## src/rtl/mips_pkg.sv

```systemverilog
`default_nettype none
// ============================================================================
//  Module   : mips_pkg
//  Purpose  : Shared pipeline types and constants for the MIPS core.
//  Revision : 1.0 - initial release
// ============================================================================
package mips_pkg;

  typedef enum logic [1:0] {
    REQ  = 2'd0,
    WAIT = 2'd1,
    HOLD = 2'd2
  } fetch_state_t;

  localparam logic [31:0] NOP_INSTR        = 32'h0000_0000;
  localparam logic [31:0] DEFAULT_RESET_PC = 32'h0000_0000;

  typedef struct packed {
    logic       reg_write;
    logic       mem_to_reg;
    logic       mem_read;
    logic       mem_write;
    logic       branch;
    logic       alu_src;
    logic       reg_dst;
    logic [1:0] alu_op;
  } ctrl_t;

  typedef struct packed {
    logic [31:0] pc_plus_4;
    logic [31:0] rs_data;
    logic [31:0] rt_data;
    logic [31:0] imm;
    logic [4:0]  rt;
    logic [4:0]  rd;
  } idex_data_t;

  function automatic logic [31:0] word_align(input logic [31:0] addr);
    return {addr[31:2], 2'b00};
  endfunction

endpackage
`default_nettype wire

```

## src/rtl/if_perf_counters.sv

```systemverilog
`default_nettype none
// ============================================================================
//  Module   : if_perf_counters
//  Purpose  : Two free-running wrap-around event counters for the fetch stage.
//  Revision : 1.0 - initial release
// ============================================================================
module if_perf_counters #(
  parameter int CNT_W = 32
) (
  input  logic             clk,
  input  logic             reset,
  input  logic             fetch_inc_i,
  input  logic             bubble_inc_i,
  output logic [CNT_W-1:0] fetch_cnt_o,
  output logic [CNT_W-1:0] bubble_cnt_o
);

  logic [CNT_W-1:0] fetch_cnt_q,  fetch_cnt_d;
  logic [CNT_W-1:0] bubble_cnt_q, bubble_cnt_d;

  always_comb begin
    fetch_cnt_d  = fetch_cnt_q;
    bubble_cnt_d = bubble_cnt_q;
    if (fetch_inc_i)  fetch_cnt_d  = fetch_cnt_q + 1'b1;
    if (bubble_inc_i) bubble_cnt_d = bubble_cnt_q + 1'b1;
  end

  always_ff @(posedge clk) begin
    if (reset) begin
      fetch_cnt_q  <= '0;
      bubble_cnt_q <= '0;
    end else begin
      fetch_cnt_q  <= fetch_cnt_d;
      bubble_cnt_q <= bubble_cnt_d;
    end
  end

  assign fetch_cnt_o  = fetch_cnt_q;
  assign bubble_cnt_o = bubble_cnt_q;

endmodule
`default_nettype wire

```

## src/rtl/if_fetch_stage.sv

```systemverilog
`default_nettype none
// ============================================================================
//  Module   : if_fetch_stage
//  Purpose  : Instruction fetch: PC, single-outstanding imem handshake and the
//             buffered {PC+4, instr} word feeding IF/ID. Optional performance
//             counters are built when IF_PERF_CNT_EN is defined.
//  Revision : 1.0 - initial release
// ============================================================================
module if_fetch_stage
  import mips_pkg::*;
#(
  parameter logic [31:0] RESET_PC = DEFAULT_RESET_PC
`ifdef IF_PERF_CNT_EN
  , parameter int CNT_W = 32
`endif
) (
  input  logic        clk,
  input  logic        reset,
  input  logic        stall_i,
  input  logic        redirect_i,
  input  logic [31:0] redirect_pc_i,
  output logic        imem_req_o,
  output logic [31:0] imem_addr_o,
  input  logic        imem_rvalid_i,
  input  logic [31:0] imem_rdata_i,
  output logic [31:0] instr_o,
  output logic [31:0] pc_plus_4_o,
  output logic        instr_valid_o
`ifdef IF_PERF_CNT_EN
  , output logic [CNT_W-1:0] perf_fetch_o
  , output logic [CNT_W-1:0] perf_bubble_o
`endif
);

  fetch_state_t state_q, state_d;
  logic [31:0]  pc_q, pc_d;
  logic [31:0]  buf_q, buf_d;
  logic [31:0]  buf_pc4_q, buf_pc4_d;
  logic         valid_q, valid_d;
  logic         discard_q, discard_d;
  logic [31:0]  pc_plus_4;

  assign pc_plus_4 = pc_q + 32'd4;

  always_comb begin
    state_d   = state_q;
    pc_d      = pc_q;
    buf_d     = buf_q;
    buf_pc4_d = buf_pc4_q;
    valid_d   = valid_q;
    discard_d = discard_q;
    if (redirect_i) begin
      pc_d    = word_align(redirect_pc_i);
      valid_d = 1'b0;
      // A request still in flight must have its response swallowed later.
      if (state_q == WAIT) begin
        if (imem_rvalid_i) begin
          discard_d = 1'b0;
          state_d   = REQ;
        end else begin
          discard_d = 1'b1;
          state_d   = WAIT;
        end
      end else begin
        state_d = REQ;
      end
    end else begin
      case (state_q)
        REQ:  state_d = WAIT;
        WAIT: begin
          if (imem_rvalid_i) begin
            if (discard_q) begin
              discard_d = 1'b0;
              state_d   = REQ;
            end else begin
              buf_d     = imem_rdata_i;
              buf_pc4_d = pc_plus_4;
              pc_d      = pc_plus_4;
              valid_d   = 1'b1;
              state_d   = HOLD;
            end
          end
        end
        HOLD: begin
          if (!stall_i) begin
            valid_d = 1'b0;
            state_d = WAIT;
          end
        end
        default: state_d = REQ;
      endcase
    end
  end

  always_ff @(posedge clk) begin
    if (reset) begin
      state_q   <= REQ;
      pc_q      <= RESET_PC;
      buf_q     <= NOP_INSTR;
      buf_pc4_q <= 32'h0;
      valid_q   <= 1'b0;
      discard_q <= 1'b0;
    end else begin
      state_q   <= state_d;
      pc_q      <= pc_d;
      buf_q     <= buf_d;
      buf_pc4_q <= buf_pc4_d;
      valid_q   <= valid_d;
      discard_q <= discard_d;
    end
  end

  // Consuming the HOLD word and issuing the next request share one cycle.
  assign imem_req_o    = !reset && !redirect_i &&
                         ((state_q == REQ) || ((state_q == HOLD) && !stall_i));
  assign imem_addr_o   = pc_q;
  assign instr_valid_o = valid_q;
  assign instr_o       = valid_q ? buf_q     : NOP_INSTR;
  assign pc_plus_4_o   = valid_q ? buf_pc4_q : 32'h0;

`ifdef IF_PERF_CNT_EN
  logic fetch_inc;
  logic bubble_inc;

  assign fetch_inc  = (state_q == HOLD) && !stall_i && !redirect_i;
  assign bubble_inc = !valid_q;

  if_perf_counters #(
    .CNT_W (CNT_W)
  ) u_perf (
    .clk          (clk),
    .reset        (reset),
    .fetch_inc_i  (fetch_inc),
    .bubble_inc_i (bubble_inc),
    .fetch_cnt_o  (perf_fetch_o),
    .bubble_cnt_o (perf_bubble_o)
  );
`endif

  a_rvalid_only_in_wait: assert property (@(posedge clk) disable iff (reset)
    imem_rvalid_i |-> (state_q == WAIT));

endmodule
`default_nettype wire

```

## config.mk

```make
export PLATFORM = sky130hd
export DESIGN_NAME = if_fetch_stage
export DESIGN_NICKNAME = d
export VERILOG_FILES = /design/src/rtl/mips_pkg.sv /design/src/rtl/if_perf_counters.sv /design/src/rtl/if_fetch_stage.sv
export SDC_FILE = /design/constraint.sdc
export NUM_CORES = 1
export LEC_CHECK = 0
export ABC_AREA = 1
export CAP_MARGIN = 20
export CORE_MARGIN = 8
export CORE_UTILIZATION = 45
export CTS_BUF_LIST = sky130_fd_sc_hd__clkbuf_16
export DETAILED_ROUTE_END_ITERATION = 7
export GPL_TIMING_DRIVEN = 0
export PLACE_DENSITY_LB_ADDON = 0.25
export SLEW_MARGIN = 5
export SYNTH_ARGS = -nofsm -noshare
export SYNTH_HDL_FRONTEND = slang
export SYNTH_HIERARCHICAL = 1
export SYNTH_SLANG_ARGS = --single-unit
```

## constraint.sdc

```tcl
create_clock -name clk -period 1.5 [get_ports clk]
set_input_delay 0.15 -clock clk [delete_from_list [all_inputs] [get_ports clk]]
set_output_delay 0.15 -clock clk [all_outputs]
set_load 0.05 [all_outputs]
```

# --- After elaboration in Yosys (flattened, before gate mapping) ---
# Cells that the tools add are included.
op_classes:
  addsub: 1
  n_mul: 0
  div: 0
  order_cmp: 0
  n_eq_ne: 8
  n_shift: 0
  mux: 22
  bitwise_logic: 2
  n_reduce_logical: 18
ops:
  columns: ["cell", "n"]
  rows:
  - ["$mux 32", 6]
  - ["$add 32x3->32 const B", 1]
  - ["$mux 2", 5]
  - ["$mux 1", 9]
  - ["$ne 2x2->1 const B", 4]
  - ["$reduce_and 4->1", 2]
  - ["$ne 3x3->1 const B", 2]
  - ["$pmux 2 s3", 1]
  - ["$reduce_and 3->1", 2]
  - ["$reduce_bool 2->1", 3]
  - ["$reduce_and 2->1", 2]
  - ["$logic_and 1x1->1", 3]
  - ["$logic_not 1->1", 3]
  - ["$eq 2x1->1 const B", 1]
  - ["$eq 2x2->1 const B", 1]
  - ["$logic_not 2->1", 1]
  - ["$not 1->1", 2]
  - ["$pmux 1 s2", 1]
  - ["$reduce_or 2->1", 1]
  - ["$logic_or 1x1->1", 1]
word_totals:
  reg_bits: 100
  latchBits: 0
  mem_bits_rw: 0
  romBits: 0
  input_bits: 69
  output_inout_bits: 98
  elab_cells: 58
  n_memories: 0

# --- Depth between registers and ports, before layout ---
# Gate-level depths: netlist of the first run.
depth:
  word_depth: 5
  ltp_mapped: 11

# --- Worst setup path before layout of the first run ---
# Ideal clock, no wire load.
synth_timing:
  path_type: "input -> register"
  from: "input reset"
  to: "register state_q[0]"
  setup_time_ns: 0.066
  t_arrival_ns: 1.843
  required_time_ns: 1.434
  path_slack_ns: -0.409
  stages: 5
  n_path_buf: 1
  path_cell_list: "clkbuf_1 > inv_1 > nand2_1 > nor3_1 > a31o_2"
synth_rtl:
  columns: ["element", "line", "text"]
  rows:
  - ["from (decl)", "if_fetch_stage.sv:18", "input logic reset,"]
  - ["to (signal assigned)", "if_fetch_stage.sv:104", "state_q <= state_d;"]
  - ["to (decl)", "if_fetch_stage.sv:35", "fetch_state_t state_q, state_d;"]

# --- Worst setup path after layout of the first run ---
layout_timing:
  from: "register pc_q[2], in the netlist imem_addr_o[2]"
  to: "register buf_pc4_q[26]"
layout_between:
  elab_chain_cells: 1
layout_rtl:
  columns: ["element", "line", "text"]
  rows:
  - ["from (decl)", "if_fetch_stage.sv:36", "logic [31:0] pc_q, pc_d;"]
  - ["from (signal assigned)", "if_fetch_stage.sv:105", "pc_q <= pc_d;"]
  - ["$add 32x3->32", "if_fetch_stage.sv:43", "assign pc_plus_4 = pc_q + 32'd4;"]
  - ["to (signal assigned)", "if_fetch_stage.sv:107", "buf_pc4_q <= buf_pc4_d;"]
  - ["to (decl)", "if_fetch_stage.sv:38", "logic [31:0] buf_pc4_q, buf_pc4_d;"]
# No other way between the ends.
# A chain may end at the register's enable or synchronous reset.

==> flow_summary.yaml, run 1 <==
yosys:
  synthesis.instances: 771
  synth_async_sr_flop_share: 0
  synthDominantAreaCellType: "sky130_fd_sc_hd__dfxtp_1"
  synth_edf_count: 0
  synth_sequential_area_ratio: 0.395
  yosys_warnings: 6
  synth.ff_latch_count: 96
  post_synth_main_area_contributors: "sky130_fd_sc_hd__dfxtp_1, sky130_fd_sc_hd__nand2_1, sky130_fd_sc_hd__nor2_1"
  mean_area_per_synthesized_cell_sq_um: 6.30
  post_synthesis_instance_area_sq_mm: 0.00486
  synth.lib_cells_used.distinct: 30
  netlist.area_leader.share: 0.395
  synth_common_cells: "sky130_fd_sc_hd__nand2_1, sky130_fd_sc_hd__nor2_1, sky130_fd_sc_hd__inv_1"
  synth-main-ff-cell: "sky130_fd_sc_hd__dfxtp_1"
  synth.most_common_cell: "sky130_fd_sc_hd__nand2_1"
placed_design:
  post-dp-hpwl_um: 11600
  placed_cell_area_sq_mm: 0.00688
  port-buffer-count: 158
  dpl_worst_slack_ns: -1.04
  routabilityCongestion: 0.922
  placed_cells_incl_taps: 1072
layout:
  finish.instance_area_sq_mm: 0.00832
  final_core_utilization: 0.778
  area_growth_syn_to_layout_pct: 71.3
  final_cells: 1112
  antenna_cells_inserted: 0
  post_route_cells_drive_above_1_share: 0.343
  fin_nets: 1037
die:
  rows: 38
  floorplan.die.width_um: 120
  die-area_sq_mm: 0.0144
  die_h_um: 120
  pin_count: 167
  core-area_sq_mm: 0.0107
  initial_core_util: 0.454
sta:
  final-setup-viol-count: 28
  clock_skew_ns: 0.0171
  timing_worst_slew_pin_value_ns: 0.620
  hold_ws_ns: 0.178
  grt_setup_unrepaired: "yes"
  timing.final.crit_share: 1.05
  period_minus_slack_ns: 1.57
  worst_slew_margin_rel: 0.587
  tns_ns: -0.545
  hold_viol: 0
  drv_slew: 0
  setup_ws_ns: -0.0676
  clock.fmax_mhz: 638
critical_path:
  cpLargestDelayFamily: "simple AND/OR/NAND/NOR gates"
  timing.critical_path.to_type: "register"
  critical-path-slowest-cell: "sky130_fd_sc_hd__dfxtp_4"
  cp.buffers_inverters: 0
  crit_arrival_ns: 1.84
  critical_path.startpoint_type: "register"
  worst-path-max-fanout: 6
  worst_ep_required_time_ns: 1.77
  critPathMaxStageDelay_ns: 0.38
  worstSetupPathType: "register to register"
  timing.critical_path.cells: "ha_4, nand2_4, nor2_4, nand2_4, nor2_4, nand2_1, nand2_2, nand3_4, a21oi_2"
clock_network:
  clockRootBuffer: "sky130_fd_sc_hd__clkbuf_16"
  cts.htree.levels: 3
  tritoncts: "built"
  clk_latency_ns: 0.35
  clk_pin_slew_worst_paths_ns: 0.08
  cts_made_buffers: 9
  clkSinkCount: 96
  hold_buffers: 0
  clock_tree.buffer_depth: 2
status:
  violated_checks: "setup timing"
  run_status: "finished, violations left"
drt:
  wl_met3_um: 1150
  met1Wirelength_um: 7520
  detailroute.via_count: 5549
  route.detailed.wl_per_inst_um: 15.8
  route.detailed.drc: 0
  first_iter_violations: 413
  route.top_layer_used: "met4"
  drt-total-wl_um: 17500
  route.met2.wl_um: 8530
  via_per_inst: 4.99
  postRouteAntennaNets: 0
  detail_route.first_pass.iterations: 5
global_route:
  total_routing_resource_utilization_after_global_routing: 0.215
  grt_pass1_wl_um: 25400
  antenna_found_initial: 0
  grt_start_max_net_pins: 19
  grt.overflow.total: 0
  grt_pass1_vias: 5075
worst_hold_path:
  tightest_hold_check_type: "input port to register"
power_and_ir_drop:
  power_density_mw_per_mm2: 747
  irDropWorstVdd_mv: 0.743
  total_power_mw: 6.22
  power.leakage_nw: 3.80
run:
  maxCapViolations: 0
final cells by class:
cell class / count / area [sq um]
Multi-Input combinational cell: 530 / 2960
Fill cell: 743 / 2370
Sequential cell: 96 / 1970
Timing Repair Buffer: 182 / 1930
Inverter: 107 / 571
Buffer: 41 / 409
Clock buffer: 9 / 225
Tap cell: 140 / 175
Clock inverter: 7 / 85.1
cell families after synthesis:
| group | share of synthesized area |
|---|---|
| compound gates | 0.127 |
| xor+xnor | 0.00901 |
| fa+ha+maj | 0.00257 |
| buf+inv | 0.124 |
| flops | 0.395 |
| other cells | 0.000772 |
| simple gates | 0.341 |
sequential cells by signal (all words and copies together), names as in the netlist:
| name | count |
|---|---|
| buf_pc4_q | 30 |
| buf_q | 32 |
| discard_q | 1 |
| state_q | 2 |
| instr_valid_o | 1 |
| imem_addr_o | 30 |
path summary, 6_finish.rpt:
path / start / cells after the start / slack, ns / end
setup / recovery: imem_addr_o[2] / 9 / -0.07 / buf_pc4_q[26]
hold / removal: reset / 2 / 0.18 / discard_q
setup reg to reg: imem_addr_o[2] / 9 / -0.07 / buf_pc4_q[26]
hold reg to reg: buf_pc4_q[4] / 2 / 0.47 / buf_pc4_q[4]
report_power, final:
group / internal (mW) / switching, mW
Combinational: 0.429 / 0.583
Sequential: 2.65 / 0.118
Clock: 1.33 / 1.11
repair_timing:
action | CTS | global route
resized for setup | 571 | 144
setup buffers | 7 | 9
endpoints found under the setup margin | 177 | 154
pin swaps | 18 | 40
gates cloned | 3 | 7
hold endpoints to repair | 0 | 0
layout by cell type (no fill, tap or decap), types with 7 or more instances in the layout:
cell type                         count
sky130_fd_sc_hd__buf_6               34
sky130_fd_sc_hd__a21oi_1             29
sky130_fd_sc_hd__clkbuf_1            10
sky130_fd_sc_hd__dfxtp_2             24
sky130_fd_sc_hd__clkdlybuf4s50_1     64
sky130_fd_sc_hd__nand2_1            185
sky130_fd_sc_hd__a31oi_1              9
sky130_fd_sc_hd__clkbuf_16           15
sky130_fd_sc_hd__clkinvlp_4          47
sky130_fd_sc_hd__nand3_1             24
sky130_fd_sc_hd__nor2_1              99
sky130_fd_sc_hd__a21oi_2             12
sky130_fd_sc_hd__dlygate4sd2_1       29
sky130_fd_sc_hd__o21ai_0             26
sky130_fd_sc_hd__buf_4               34
sky130_fd_sc_hd__nand3_4              7
sky130_fd_sc_hd__nor2_4              13
sky130_fd_sc_hd__nor2_2               8
sky130_fd_sc_hd__buf_8               27
sky130_fd_sc_hd__dfxtp_1             67
sky130_fd_sc_hd__inv_1               59
sky130_fd_sc_hd__nand3_2             11
sky130_fd_sc_hd__a21boi_0             8
sky130_fd_sc_hd__nand2_2             31
sky130_fd_sc_hd__nand2_4             28
routing by layer:
| layer | up-vias | global-route usage |
|---|---|---|
| met5 | - | 0 |
| met4 | 0 | 0.0601 |
| met3 | 29 | 0.0432 |
| met2 | 217 | 0.364 |
| met1 | 2547 | 0.271 |
| li1 | 2756 | - |
(Power assumes the default switching activity.)
==> inputs of run 2 (changes only) <==
clock period = 1.45 ns   (was 1.5 ns; I/O delays follow)
==> flow_summary.yaml, run 2 (synthesized netlist as in run 1, its figures left out) <==
layout:
  multi_input_comb_area_sq_mm: 0.00407
  seq_area_sq_mm: 0.00201
  finish.instance_area_sq_mm: 0.0104
  n_fill_cell: 177
  antenna_cells_inserted: 0
  most_frequent_cells_in_the_layout: "sky130_fd_sc_hd__nand2_1, sky130_fd_sc_hd__nand2_4, sky130_fd_sc_hd__dfxtp_1, sky130_fd_sc_hd__clkdlybuf4s50_1, sky130_fd_sc_hd__buf_8"
  area_growth_syn_to_layout_pct: 113
  fin_nets: 1067
  final_core_utilization: 0.969
  flip_flop_count_of_the_largest_register_all_copies_and_words_added: 32
  layout.cells.most_common: "sky130_fd_sc_hd__nand2_1"
  top_reg_by_flops: "buf_q"
  post_route_cells_drive_above_1_share: 0.561
critical_path:
  worst_ep_required_time_ns: 1.71
  timing.critical_path.cells: "inv_2, nor2_4, nand2_2, nor3_4, buf_6, buf_8, nand3_4, nand2_2, nand2_1, inv_1"
  critical-path-slowest-cell: "sky130_fd_sc_hd__dfxtp_2"
  timing.critical_path.to_type: "register"
  critical_path.startpoint_type: "register"
  critPathMaxStageDelay_ns: 0.35
  rr_endpoint: "buf_pc4_q[12]"
  crit_arrival_ns: 2.11
  worst_path_most_repeated_cell: "sky130_fd_sc_hd__nand2_2"
  worst_r2r_path_depth: 10
  worst-path-max-fanout: 6
  regToRegStartpoint: "state_q[0]"
  timing.reg2reg.setup_slack_ns: -0.40
  worstSetupPathType: "register to register"
drt:
  route.detailed.drc: 85
  postRouteAntennaNets: 0
  detailroute.via_count: 7203
  first_iter_violations: 1125
  drt-total-wl_um: 31600
  route.detailed.wl_per_inst_um: 27.7
  detail_route.first_pass.iterations: 8
  via_per_inst: 6.31
die:
  rows: 38
  floorplan.die.width_um: 120
  initial_core_util: 0.454
  core-area_sq_mm: 0.0107
  die-area_sq_mm: 0.0144
  pin_count: 167
  die_h_um: 120
placed_design:
  routabilityCongestion: 0.956
  port-buffer-count: 158
  placed_cell_area_sq_mm: 0.00697
  post-dp-hpwl_um: 11900
worst_hold_path:
  worstHoldPathCells: 2
  hold_path.startpoint: "reset"
  worst_hold_path.endpoint: "discard_q"
  tightest_hold_check_type: "input port to register"
clock_network:
  clkSinkCount: 96
  clockRootBuffer: "sky130_fd_sc_hd__clkbuf_16"
  cts.htree.levels: 3
  clk_pin_slew_worst_paths_ns: 0.07
  cts_made_buffers: 9
  hold_buffers: 0
  tritoncts: "built"
  clk_latency_ns: 0.36
  clock_tree.buffer_depth: 2
sta:
  clock.fmax_mhz: 542
  period_minus_slack_ns: 1.85
  final-setup-viol-count: 168
  tns_ns: -28.58
  setup_ws_ns: -0.396
  timing_worst_slew_pin_value_ns: 0.898
  hold_viol: 0
  grt_setup_unrepaired: "yes"
  timing.final.crit_share: 1.27
  drv_slew: 0
  worst_slew_margin_rel: 0.401
  hold_ws_ns: 0.193
  clock_skew_ns: 0.0122
global_route:
  antenna_found_initial: 0
  grt.overflow.total: 0
  grt_start_max_net_pins: 17
  grt_pass1_vias: 5766
  total_routing_resource_utilization_after_global_routing: 0.263
  grt_pass1_wl_um: 30300
run:
  maxCapViolations: 0
power_and_ir_drop:
  power_density_mw_per_mm2: 706
  irDropWorstVdd_mv: 0.807
  power.leakage_nw: 4.61
status:
  violated_checks: "DRC, setup timing"
  run_status: "finished, violations left"
[run 2: cell count changes in the layout (fill, tap and decap cells not counted), sizes merged, moves of 2 or more]
cell           before  now
buf               108  126
inv                66   49
clkbuf             29   44
clkinvlp           47   61
dlygate4sd2        29   15
clkdlybuf4s15       2   12
bufinv              1    3
[run 2: routing by layer]
layer / GRT usage / up-vias / part of all wire
met5: 0 / - / 0
met4: 0.0913 / 0 / 0.087
met3: 0.0578 / 269 / 0.11
met2: 0.472 / 746 / 0.47
met1: 0.300 / 3359 / 0.33
li1: - / 2829 / -
[run 2: cell type report]
class                   instances  share of cell area
clock inverters                 6              0.0106
repair buffers                212               0.252
repair inverters                1             0.00157
well taps                     140              0.0169
clock buffers                   9              0.0217
inverters                     107              0.0617
flip-flops and latches         96               0.194
plain buffers                  40              0.0485
multi-input cells             530               0.393
[run 2: critical path: cells and delay by family, from the launching register on]
kind / cells / cell delay [ns]
buffers and inverters: 4 / 0.70
and+or+nand+nor: 6 / 0.69
DFF: 1 / 0.35
[run 2: how the worst max path moves through the flow]
stage,to,depth (start not counted),startpoint,slack [ns]
floorplan,pc_plus_4_o[11],4,instr_valid_o,-0.06
global placement,pc_plus_4_o[12],5,instr_valid_o,-1.01
detailed placement,pc_plus_4_o[12],5,instr_valid_o,-1.03
CTS,pc_plus_4_o[13],6,instr_valid_o,-0.19
global route,buf_pc4_q[12],11,state_q[0],-0.39
finish,buf_pc4_q[12],10,state_q[0],-0.40
[run 2: repair_timing]
action                                  CTS  global route
cloned                                   11             8
buffers inserted                         18            20
endpoints found under the setup margin  183           166
gates resized for setup                 831           310
pin swaps                                64            79
[run 2: stage by stage]
| step | instances | setup WS (ns) | power [mW] |
|---|---|---|---|
| floorplan | 774 | -0.0639 | 3.41 |
| global placement | 1072 | -1.01 | 3.80 |
| detailed placement | 1072 | -1.03 | 3.81 |
| CTS | 1116 | -0.187 | 6.72 |
| global route | 1141 | -0.392 | 7.38 |
| finish | 1141 | -0.396 | 7.31 |
[run 2: where the power goes]
| part | switching, mW | internal, mW |
|---|---|---|
| sequential | 0.189 | 2.73 |
| clock | 1.22 | 1.68 |
| combinational | 0.886 | 0.610 |
